`src/rtl/tdc_fifo_arbiter_if.sv`:
```
// Request/response bundle between TDC front-ends, the arbiter and the FIFO writer.
// The arbiter takes the slave side; the environment (front-ends plus writer) takes the master side.
interface tdc_fifo_arbiter_if #(
  parameter int N_REQ = 4
);
  logic [N_REQ-1:0]    req;
  logic [24*N_REQ-1:0] req_data;
  logic                f_FIFO_writing_done;
  logic                wr_start;
  logic [23:0]         wr_data;
  logic [N_REQ-1:0]    grant;
  logic [N_REQ-1:0]    ack;
  logic                busy;
  logic                timeout_err;

  modport master (
    output req, req_data, f_FIFO_writing_done,
    input  wr_start, wr_data, grant, ack, busy, timeout_err
  );

  modport slave (
    input  req, req_data, f_FIFO_writing_done,
    output wr_start, wr_data, grant, ack, busy, timeout_err
  );
endinterface

```
`src/rtl/tdc_fifo_arbiter.sv`:
```
// Round-robin owner of the shared FIFO write path: grant, start pulse, wait for done
// (with abort on timeout), acknowledge, then hold off for a fixed idle gap.
module tdc_fifo_arbiter #(
  parameter int N_REQ   = 4,
  parameter int TMO_W   = 16,
  parameter int TIMEOUT = 50000,
  parameter int GAP     = 4
) (
  input  logic              clk,
  input  logic              rst,
  tdc_fifo_arbiter_if.slave bus
);
  localparam int IDX_W = $clog2(N_REQ);

  typedef enum logic [2:0] {
    S_IDLE,
    S_START,
    S_WAIT_DONE,
    S_RELEASE,
    S_GAP
  } state_e;

  state_e           r_state;
  logic [IDX_W-1:0] r_ptr;
  logic [IDX_W-1:0] r_idx;
  logic [TMO_W-1:0] r_timer;
  logic [7:0]       r_gap_cnt;
  logic             r_wr_start;
  logic [23:0]      r_wr_data;
  logic [N_REQ-1:0] r_grant;
  logic [N_REQ-1:0] r_ack;
  logic             r_busy;
  logic             r_timeout_err;

  logic             w_found;
  logic [IDX_W-1:0] w_pick_idx;
  logic [23:0]      w_pick_data;

  // Search upward from the slot after the last owner, wrapping at N_REQ.
  always_comb begin
    int j;
    // NOTE: every combinational output is given a default before the loop, so no path leaves it unassigned and no latch is inferred.
    j          = 0;
    w_found    = 1'b0;
    w_pick_idx = '0;
    for (int k = 1; k <= N_REQ; k++) begin
      j = int'(r_ptr) + k;
      if (j >= N_REQ) j = j - N_REQ;
      if (!w_found && bus.req[j]) begin
        w_found    = 1'b1;
        w_pick_idx = IDX_W'(j);
      end
    end
  end

  assign w_pick_data = bus.req_data[24*int'(w_pick_idx) +: 24];

  // NOTE: all state is updated with non-blocking assignments so every register samples pre-edge values.
  always_ff @(posedge clk) begin
    if (!rst) begin
      r_state       <= S_IDLE;
      r_ptr         <= IDX_W'(N_REQ - 1);
      r_idx         <= '0;
      r_timer       <= '0;
      r_gap_cnt     <= '0;
      r_wr_start    <= 1'b0;
      r_wr_data     <= '0;
      r_grant       <= '0;
      r_ack         <= '0;
      r_busy        <= 1'b0;
      r_timeout_err <= 1'b0;
    end else begin
      r_wr_start <= 1'b0;
      r_ack      <= '0;
      case (r_state)
        S_IDLE: begin
          if (w_found) begin
            r_state    <= S_START;
            r_idx      <= w_pick_idx;
            r_wr_data  <= w_pick_data;
            r_grant    <= N_REQ'(1) << w_pick_idx;
            r_wr_start <= 1'b1;
            r_busy     <= 1'b1;
          end
        end
        S_START: begin
          r_timer <= '0;
          r_state <= S_WAIT_DONE;
        end
        S_WAIT_DONE: begin
          if (bus.f_FIFO_writing_done) begin
            r_state <= S_RELEASE;
            r_ack   <= N_REQ'(1) << r_idx;
          end else if (r_timer == TMO_W'(TIMEOUT - 1)) begin
            // Abort: the stuck owner moves to lowest priority just like a completed one.
            r_timeout_err <= 1'b1;
            r_grant       <= '0;
            r_ptr         <= r_idx;
            r_gap_cnt     <= '0;
            if (GAP == 0) begin
              r_state <= S_IDLE;
              r_busy  <= 1'b0;
            end else begin
              r_state <= S_GAP;
            end
          end else begin
            r_timer <= r_timer + TMO_W'(1);
          end
        end
        S_RELEASE: begin
          r_grant   <= '0;
          r_ptr     <= r_idx;
          r_gap_cnt <= '0;
          if (GAP == 0) begin
            r_state <= S_IDLE;
            r_busy  <= 1'b0;
          end else begin
            r_state <= S_GAP;
          end
        end
        S_GAP: begin
          if (r_gap_cnt == 8'(GAP - 1)) begin
            r_state <= S_IDLE;
            r_busy  <= 1'b0;
          end else begin
            r_gap_cnt <= r_gap_cnt + 8'd1;
          end
        end
        default: begin
          r_state <= S_IDLE;
          r_grant <= '0;
          r_busy  <= 1'b0;
        end
      endcase
    end
  end

  assign bus.wr_start    = r_wr_start;
  assign bus.wr_data     = r_wr_data;
  assign bus.grant       = r_grant;
  assign bus.ack         = r_ack;
  assign bus.busy        = r_busy;
  assign bus.timeout_err = r_timeout_err;

endmodule

```
`src/flat_wrapper.sv`:
```
// flat-port wrapper written by rule: the top's interface ports become plain ports
module tdc_fifo_arbiter_flat 
#(
  parameter int N_REQ   = 4,
  parameter int TMO_W   = 16,
  parameter int TIMEOUT = 50000,
  parameter int GAP     = 4
)
  (clk, rst, bus_req, bus_req_data, bus_f_FIFO_writing_done, bus_wr_start, bus_wr_data, bus_grant, bus_ack, bus_busy, bus_timeout_err);
  tdc_fifo_arbiter_if #(.N_REQ(N_REQ)) bus_i ();
  input  logic clk;
  input  logic rst;
  input wire logic [$bits(bus_i.req)-1:0] bus_req;
  input wire logic [$bits(bus_i.req_data)-1:0] bus_req_data;
  input wire logic [$bits(bus_i.f_FIFO_writing_done)-1:0] bus_f_FIFO_writing_done;
  output wire logic [$bits(bus_i.wr_start)-1:0] bus_wr_start;
  output wire logic [$bits(bus_i.wr_data)-1:0] bus_wr_data;
  output wire logic [$bits(bus_i.grant)-1:0] bus_grant;
  output wire logic [$bits(bus_i.ack)-1:0] bus_ack;
  output wire logic [$bits(bus_i.busy)-1:0] bus_busy;
  output wire logic [$bits(bus_i.timeout_err)-1:0] bus_timeout_err;
  assign bus_i.req = bus_req;
  assign bus_i.req_data = bus_req_data;
  assign bus_i.f_FIFO_writing_done = bus_f_FIFO_writing_done;
  assign bus_wr_start = bus_i.wr_start;
  assign bus_wr_data = bus_i.wr_data;
  assign bus_grant = bus_i.grant;
  assign bus_ack = bus_i.ack;
  assign bus_busy = bus_i.busy;
  assign bus_timeout_err = bus_i.timeout_err;
  tdc_fifo_arbiter #(.N_REQ(N_REQ), .TMO_W(TMO_W), .TIMEOUT(TIMEOUT), .GAP(GAP)) u_core (.clk(clk), .rst(rst), .bus(bus_i));
endmodule
```
`config.mk`:
```
export PLATFORM = sky130hd
export DESIGN_NAME = tdc_fifo_arbiter_flat
export DESIGN_NICKNAME = d
export VERILOG_FILES = /design/src/rtl/tdc_fifo_arbiter_if.sv /design/src/rtl/tdc_fifo_arbiter.sv /design/src/flat_wrapper.sv
export SDC_FILE = /design/constraint.sdc
export NUM_CORES = 1
export LEC_CHECK = 0
export ABC_AREA = 1
export CAP_MARGIN = 20
export CORE_MARGIN = 2
export CORE_UTILIZATION = 51
export CTS_BUF_LIST = sky130_fd_sc_hd__clkbuf_16
export CTS_CLUSTER_DIAMETER = 200
export CTS_CLUSTER_SIZE = 20
export DETAILED_ROUTE_END_ITERATION = 7
export PLACE_DENSITY = 0.94
export SETUP_SLACK_MARGIN = 0.3
export SLEW_MARGIN = 20
export SYNTH_ARGS = -nofsm -noshare
export SYNTH_HDL_FRONTEND = slang
export SYNTH_SLANG_ARGS = --single-unit
export TNS_END_PERCENT = 5
```
`constraint.sdc`:
```
create_clock -name clk -period 3.75 [get_ports clk]
set_input_delay 1.125 -clock clk [delete_from_list [all_inputs] [get_ports clk]]
set_output_delay 1.125 -clock clk [all_outputs]
set_load 0.02 [all_outputs]
```
==> results of run 1 <==
-- cells in the final DEF (no fill, tap or decap), types with 3 or more instances in the layout --
master / count
inv_2: 7
or2_2: 3
a21oi_1: 32
nand2_1: 130
nand3_2: 21
inv_1: 40
nor3_1: 10
nand2_4: 6
buf_4: 8
xor2_1: 7
nor2_4: 4
nor2_2: 3
dfxtp_1: 66
nand3_1: 92
nor4_1: 4
clkdlybuf4s50_1: 137
nand4_1: 15
nand2_2: 21
nor2_1: 79
clkbuf_16: 9
o21ai_0: 30
-- Yosys cell counts (all sizes together) --
| cell | instances | area share |
|---|---|---|
| a211oi | 2 | 0.0035 |
| a21o | 1 | 0.0018 |
| a21oi | 32 | 0.038 |
| a31o | 1 | 0.0021 |
| a31oi | 1 | 0.0050 |
| buf | 17 | 0.037 |
| clkbuf | 12 | 0.021 |
| dfxtp | 66 | 0.31 |
| ha | 2 | 0.0059 |
| inv | 47 | 0.042 |
| nand2 | 157 | 0.16 |
| nand3 | 115 | 0.17 |
| nand3b | 2 | 0.0035 |
| nand4 | 15 | 0.022 |
| nor2 | 88 | 0.094 |
| nor3 | 10 | 0.012 |
| nor4 | 4 | 0.0059 |
| o211ai | 2 | 0.0035 |
| o21a | 2 | 0.0035 |
| o21ai | 32 | 0.038 |
| o21bai | 1 | 0.0018 |
| or2 | 3 | 0.0044 |
| xnor2 | 1 | 0.0021 |
| xor2 | 7 | 0.014 |
-- stage by stage --
step,setup WS [ns],utilization,hold WS (ns),cell area [um^2]
finish,0.674,0.726,0.465,5900
global route,0.520,0.726,0.503,5900
CTS,0.747,0.726,0.468,5900
detailed placement,0.454,0.689,0.439,5600
global placement,0.582,0.689,0.441,5600
floorplan,1.39,-,0.423,4250
-- tightest hold or removal path, delay by kind of cell, from the launching register on --
| family | cells | cell delay, ns |
|---|---|---|
| compound gates | 1 | 0.05 |
| flops | 1 | 0.31 |
| simple gates | 1 | 0.06 |
-- kinds of logic after synthesis --
logic type,synth area share
DFF,0.311
and+or+nand+nor,0.470
xor gates and xnor gates,0.0165
AOI/OAI and AO/OA,0.0967
adders and majority gates,0.00589
buffers and inverters,0.0996
-- power breakdown --
group | total (uW) | switching [uW] | leakage (uW) | internal, uW
clock network | 860 | 292 | 0.000150 | 568
logic | 3130 | 2010 | 0.00175 | 1120
registers | 1020 | 141 | 0.000541 | 881
total | 5010 | 2440 | 0.00244 | 2570
-- how the worst min path moves through the flow --
stage | startpoint | to | slack (ns) | cells after the start
6_report | u_core.bus.grant[0] | u_core.bus.grant[0] | 0.46 | 2
5_1_grt | u_core.bus.grant[1] | u_core.bus.grant[1] | 0.50 | 2
4_1_cts | u_core.bus.grant[0] | u_core.bus.grant[0] | 0.47 | 2
3_5_place_dp | u_core.r_idx[0] | u_core.bus.ack[2] | 0.44 | 1
3_3_place_gp | u_core.r_idx[0] | u_core.bus.ack[0] | 0.44 | 1
2_1_floorplan | u_core.r_idx[0] | u_core.bus.ack[0] | 0.42 | 1
-- final cells by class --
cell class / count / area, um^2
Tap cell: 105 / 131
Multi-Input combinational cell: 478 / 2500
Sequential cell: 66 / 1320
Inverter: 47 / 179
Antenna cell: 1 / 2.50
Timing Repair Buffer: 147 / 1470
Clock inverter: 5 / 72.6
Fill cell: 572 / 2230
Clock buffer: 9 / 225
-- metal layers --
metal  GRT usage  vias to the layer above
met1       0.329                     2247
li1            -                     2309
met5           0                        -
met3      0.0601                       53
met2       0.559                      295
met4       0.187                        0
-- flip-flops by register name, summed over array words and instances (netlist names), 2 cells and up --
register,flops
u_core.r_idx,2
u_core.r_ptr,2
u_core.r_gap_cnt,8
u_core.r_timer,16
u_core.bus.wr_data,24
u_core.bus.ack,4
u_core.bus.grant,4
u_core.r_state,3
==> results.yml, run 1 <==
drt:
  met2_length_um: 7000
  wl_um: 13900
  wl_per_cell_um: 16.2
  vias: 4904
  drc: 0
  wl_met1_um: 5130
  routed_via_density: 5.72
  drtAntennaViolNets: 0
  route.met3.wl_um: 1150
  drt_iter0_markers: 434
  highest_layer: "met4"
  first_pass_iters: 5
synthesis:
  yosysSeqAreaShare: 0.311
  syn_area_mm2: 0.00425
  syn-num-nets: 725
  ys_warn_count: 0
  synth.avg_cell_area_um2: 6.85
  ys_ff_latch: 66
  synth_cell_types: 39
  postSynthCellCount: 620
clock_tree:
  postCtsSetupRepairBufs: 0
  path_clk_slew_ns: 0.05
  cts_tree: "built"
  clk_latency_ns: 0.33
  cts_buffers: 9
  cts.sinks: 66
  ctsHtreeMaxLevel: 3
  cts_root_buffer: "clkbuf_16"
  ctsHoldBuffers: 0
  ctsResizeCount: 0
  clockBufferDepth: 2
timing:
  period_share: 0.820
  finalSetupTns_ns: 0
  finalSetupViolCount: 0
  slew_violations: 0
  fmax_mhz: 325
  min_period_ns: 3.08
  tightest_slew_ns: 0.836
  max_slew_margin: 0.442
  hold_viol: 0
  rsz0062_at_grt: "false"
  skew_ns: 0.00702
worst_setup_path:
  critical_path_buf_inv_count: 1
  rr_worst_depth: 14
  endpoint_kind: "flop"
  slowest_stage: "clkdlybuf4s50_1"
  required_ns: 4.02
  arrival_ns: 3.35
  worstSetupStartpointType: "primary input"
  cp_cell_sequence: "clkdlybuf4s50_1 -> nand2_4 -> nand3_1 -> nand2_1 -> nand2_2 -> nand2_2 -> nand2_2 -> nand2_1 -> nor2_4 -> nand3_1 -> nand3_2 -> nor2_1 -> nor2_1"
  cpPeakStageDelay_ns: 0.55
  crit_end: "u_core.bus.wr_data[21]"
  crit_cells: 13
  crit_start: "bus_req[3]"
  critical_path_class: "primary input to flop"
  path_delay_family: "simple AND/OR/NAND/NOR gates"
  timing.rr.start: "u_core.r_ptr[0]"
  crit_fanout: 23
  r2r-end: "u_core.bus.wr_data[21]"
  r2r_setup_slack_ns: 1.07
  cpMostUsedCell: "nand2_2"
pwr:
  leakagePower_uw: 0.00244
  ir_drop_mv: 0.415
  powerDensity_mw_per_mm2: 848
  total_power_uw: 5010
layout:
  syn_to_final_growth_pct: 39.1
  drive_gt1_frac: 0.125
  final_net_count: 854
  final_cells: 858
placed_design:
  gp_congestion: 0.957
  port_buffers: 137
  dp_cells: 843
  dp_hpwl_um: 10200
floorplan:
  core-area_mm2: 0.00813
  ioPinCount: 138
  start_util: 0.522
  num_rows: 33
  die_w_um: 95.2
  die-area_mm2: 0.00907
  fp.dieH_um: 95.2
global_route:
  grt_pass1_vias: 4755
  grt_usage: 0.309
  grt_pass1_wl_um: 21800
  antenna_found_initial: 1
  gr-total-overflow: 0
  grt_max_degree: 36
job:
  max-cap-violations: 0
outcome:
  status: "completed"
min_path:
  hp-class: "flop to flop"
Power figures use the tool's default switching activity.
==> inputs of run 2 (changes only) <==
- CORE_UTILIZATION: 51 -> 42
- PLACE_DENSITY: 0.94 -> 0.84
- clock period: 3.75 -> 2.8 ns (I/O delays scaled with it)
==> results.yml, run 2 (same netlist as run 1, synthesis figures left out) <==
drt:
  routed_via_density: 5.27
  drt_iter0_markers: 169
  vias: 4762
  first_pass_iters: 6
  drc: 0
  drtAntennaViolNets: 0
  wl_um: 13300
  wl_per_cell_um: 14.7
timing:
  hold_viol: 0
  skew_ns: 0.00464
  finalSetupViolCount: 0
  min_period_ns: 2.23
  fmax_mhz: 449
  period_share: 0.796
  slew_violations: 0
  tightest_slew_ns: 0.542
  fin_hold_ws_ns: 0.462
  max_slew_margin: 0.635
  rsz0062_at_grt: "false"
layout:
  drive_gt1_frac: 0.144
  largest_reg_flops: 24
  antenna_cells: 0
  post-route-util: 0.627
  layout_commonest_cell: "clkdlybuf4s50_1"
  final_net_count: 874
  final_cell_mix: "clkdlybuf4s50_1 (133), nand2_1 (130), nand3_1 (92), nor2_1 (79), dfxtp_1 (66)"
  num-fill-cells: 874
  syn_to_final_growth_pct: 44.4
worst_setup_path:
  required_ns: 3.02
  worstSetupStartpointType: "primary input"
  slowest_stage: "buf_12"
  rr_worst_depth: 14
  arrival_ns: 2.45
  endpoint_kind: "flop"
  cpMostUsedCell: "nand2_2"
  cp_cell_sequence: "dlymetal6s2s_1 -> nand2_1 -> nand2_4 -> nand2_1 -> nand2_2 -> nand2_2 -> nand2_2 -> nand2_2 -> nand3_4 -> buf_12 -> buf_12 -> nand3_1 -> nand3_2 -> nor2_1 -> nor2_1"
  critical_path_class: "primary input to flop"
  cpPeakStageDelay_ns: 0.20
  crit_fanout: 6
pwr:
  powerDensity_mw_per_mm2: 1150
  leakagePower_uw: 0.00258
  ir_drop_mv: 0.627
  total_power_uw: 7060
placed_design:
  gp_congestion: 0.926
  dp_hpwl_um: 10200
  port_buffers: 137
outcome:
  status: "completed"
global_route:
  grt_usage: 0.247
  grt_pass1_vias: 4644
  grt_max_degree: 28
  gr-total-overflow: 0
  antenna_found_initial: 0
  grt_pass1_wl_um: 22000
floorplan:
  fp.dieH_um: 105
  start_util: 0.434
  num_rows: 36
  die-area_mm2: 0.0109
  die_w_um: 105
  core-area_mm2: 0.00977
  ioPinCount: 138
clock_tree:
  ctsHoldBuffers: 0
  path_clk_slew_ns: 0.05
  cts_root_buffer: "clkbuf_16"
  clockBufferDepth: 2
  postCtsSetupRepairBufs: 0
  ctsHtreeMaxLevel: 3
  cts_buffers: 9
  cts_tree: "built"
  cts.sinks: 66
  clk_latency_ns: 0.33
min_path:
  hp-class: "flop to flop"
  whs_path_depth: 2
job:
  max-cap-violations: 0
run 2: cell count changes in the layout (fill, tap and decap cells not counted), sizes merged:
cell / delta
dlymetal6s2s: +4
buf: +19
bufinv: -2
inv: +1
clkdlybuf4s50: -4
diode: -1
nor2: +1
run 2: timing repair:
action / in CTS / in global routing
resized for setup: 1 / 4
cloned: 1 / 0
endpoints found under the hold margin: 0 / 0
pin swaps: 1 / 2
setup endpoints to repair: 20 / 32
run 2: worst paths after layout:
check / startpoint / to / slack [ns]
hold reg to reg: u_core.bus.grant[0] / u_core.bus.grant[0] / 0.46
hold / removal: u_core.bus.grant[0] / u_core.bus.grant[0] / 0.46
setup reg to reg: u_core.r_ptr[0] / u_core.bus.wr_data[9] / 0.64
setup / recovery: bus_req[1] / u_core.bus.wr_data[9] / 0.57
run 2: through the flow:
stage / setup TNS (ns) / std cells / area [um^2] / setup slack [ns]
finish: 0 / 904 / 6130 / 0.573
global route: 0 / 904 / 6130 / 0.443
CTS: 0 / 904 / 6120 / 0.267
detailed placement: -1.26 / 890 / 5870 / -0.0827
global placement: -0.0481 / 890 / 5870 / -0.0144
floorplan: 0 / 620 / 4250 / 0.728
run 2: area by class of cell:
| cell class | count | area [um^2] | area share |
|---|---|---|---|
| Tap cell | 133 | 166 | 0.0271 |
| Clock inverter | 4 | 15.0 | 0.00245 |
| Sequential cell | 66 | 1320 | 0.216 |
| Clock buffer | 9 | 225 | 0.0367 |
| Timing Repair Buffer | 166 | 1710 | 0.279 |
| Multi-Input combinational cell | 479 | 2510 | 0.410 |
| Inverter | 47 | 179 | 0.0292 |
run 2: worst max-delay path, delay by kind of cell:
kind | cells | cell delay, ns
buffers and inverters | 3 | 0.47
and+or+nand+nor | 12 | 1.12
run 2: report_power, final:
part           internal (uW)  switching (uW)  leakage [uW]
clock                    570             379      0.000125
sequential              1180             175      0.000541
combinational           2010            2750       0.00192
run 2: routing by layer:
metal | part of all wire | global-route usage
met3 | 0.072 | 0.0412
met5 | 0 | 0
met1 | 0.41 | 0.301
met2 | 0.50 | 0.435
met4 | 0.024 | 0.0907
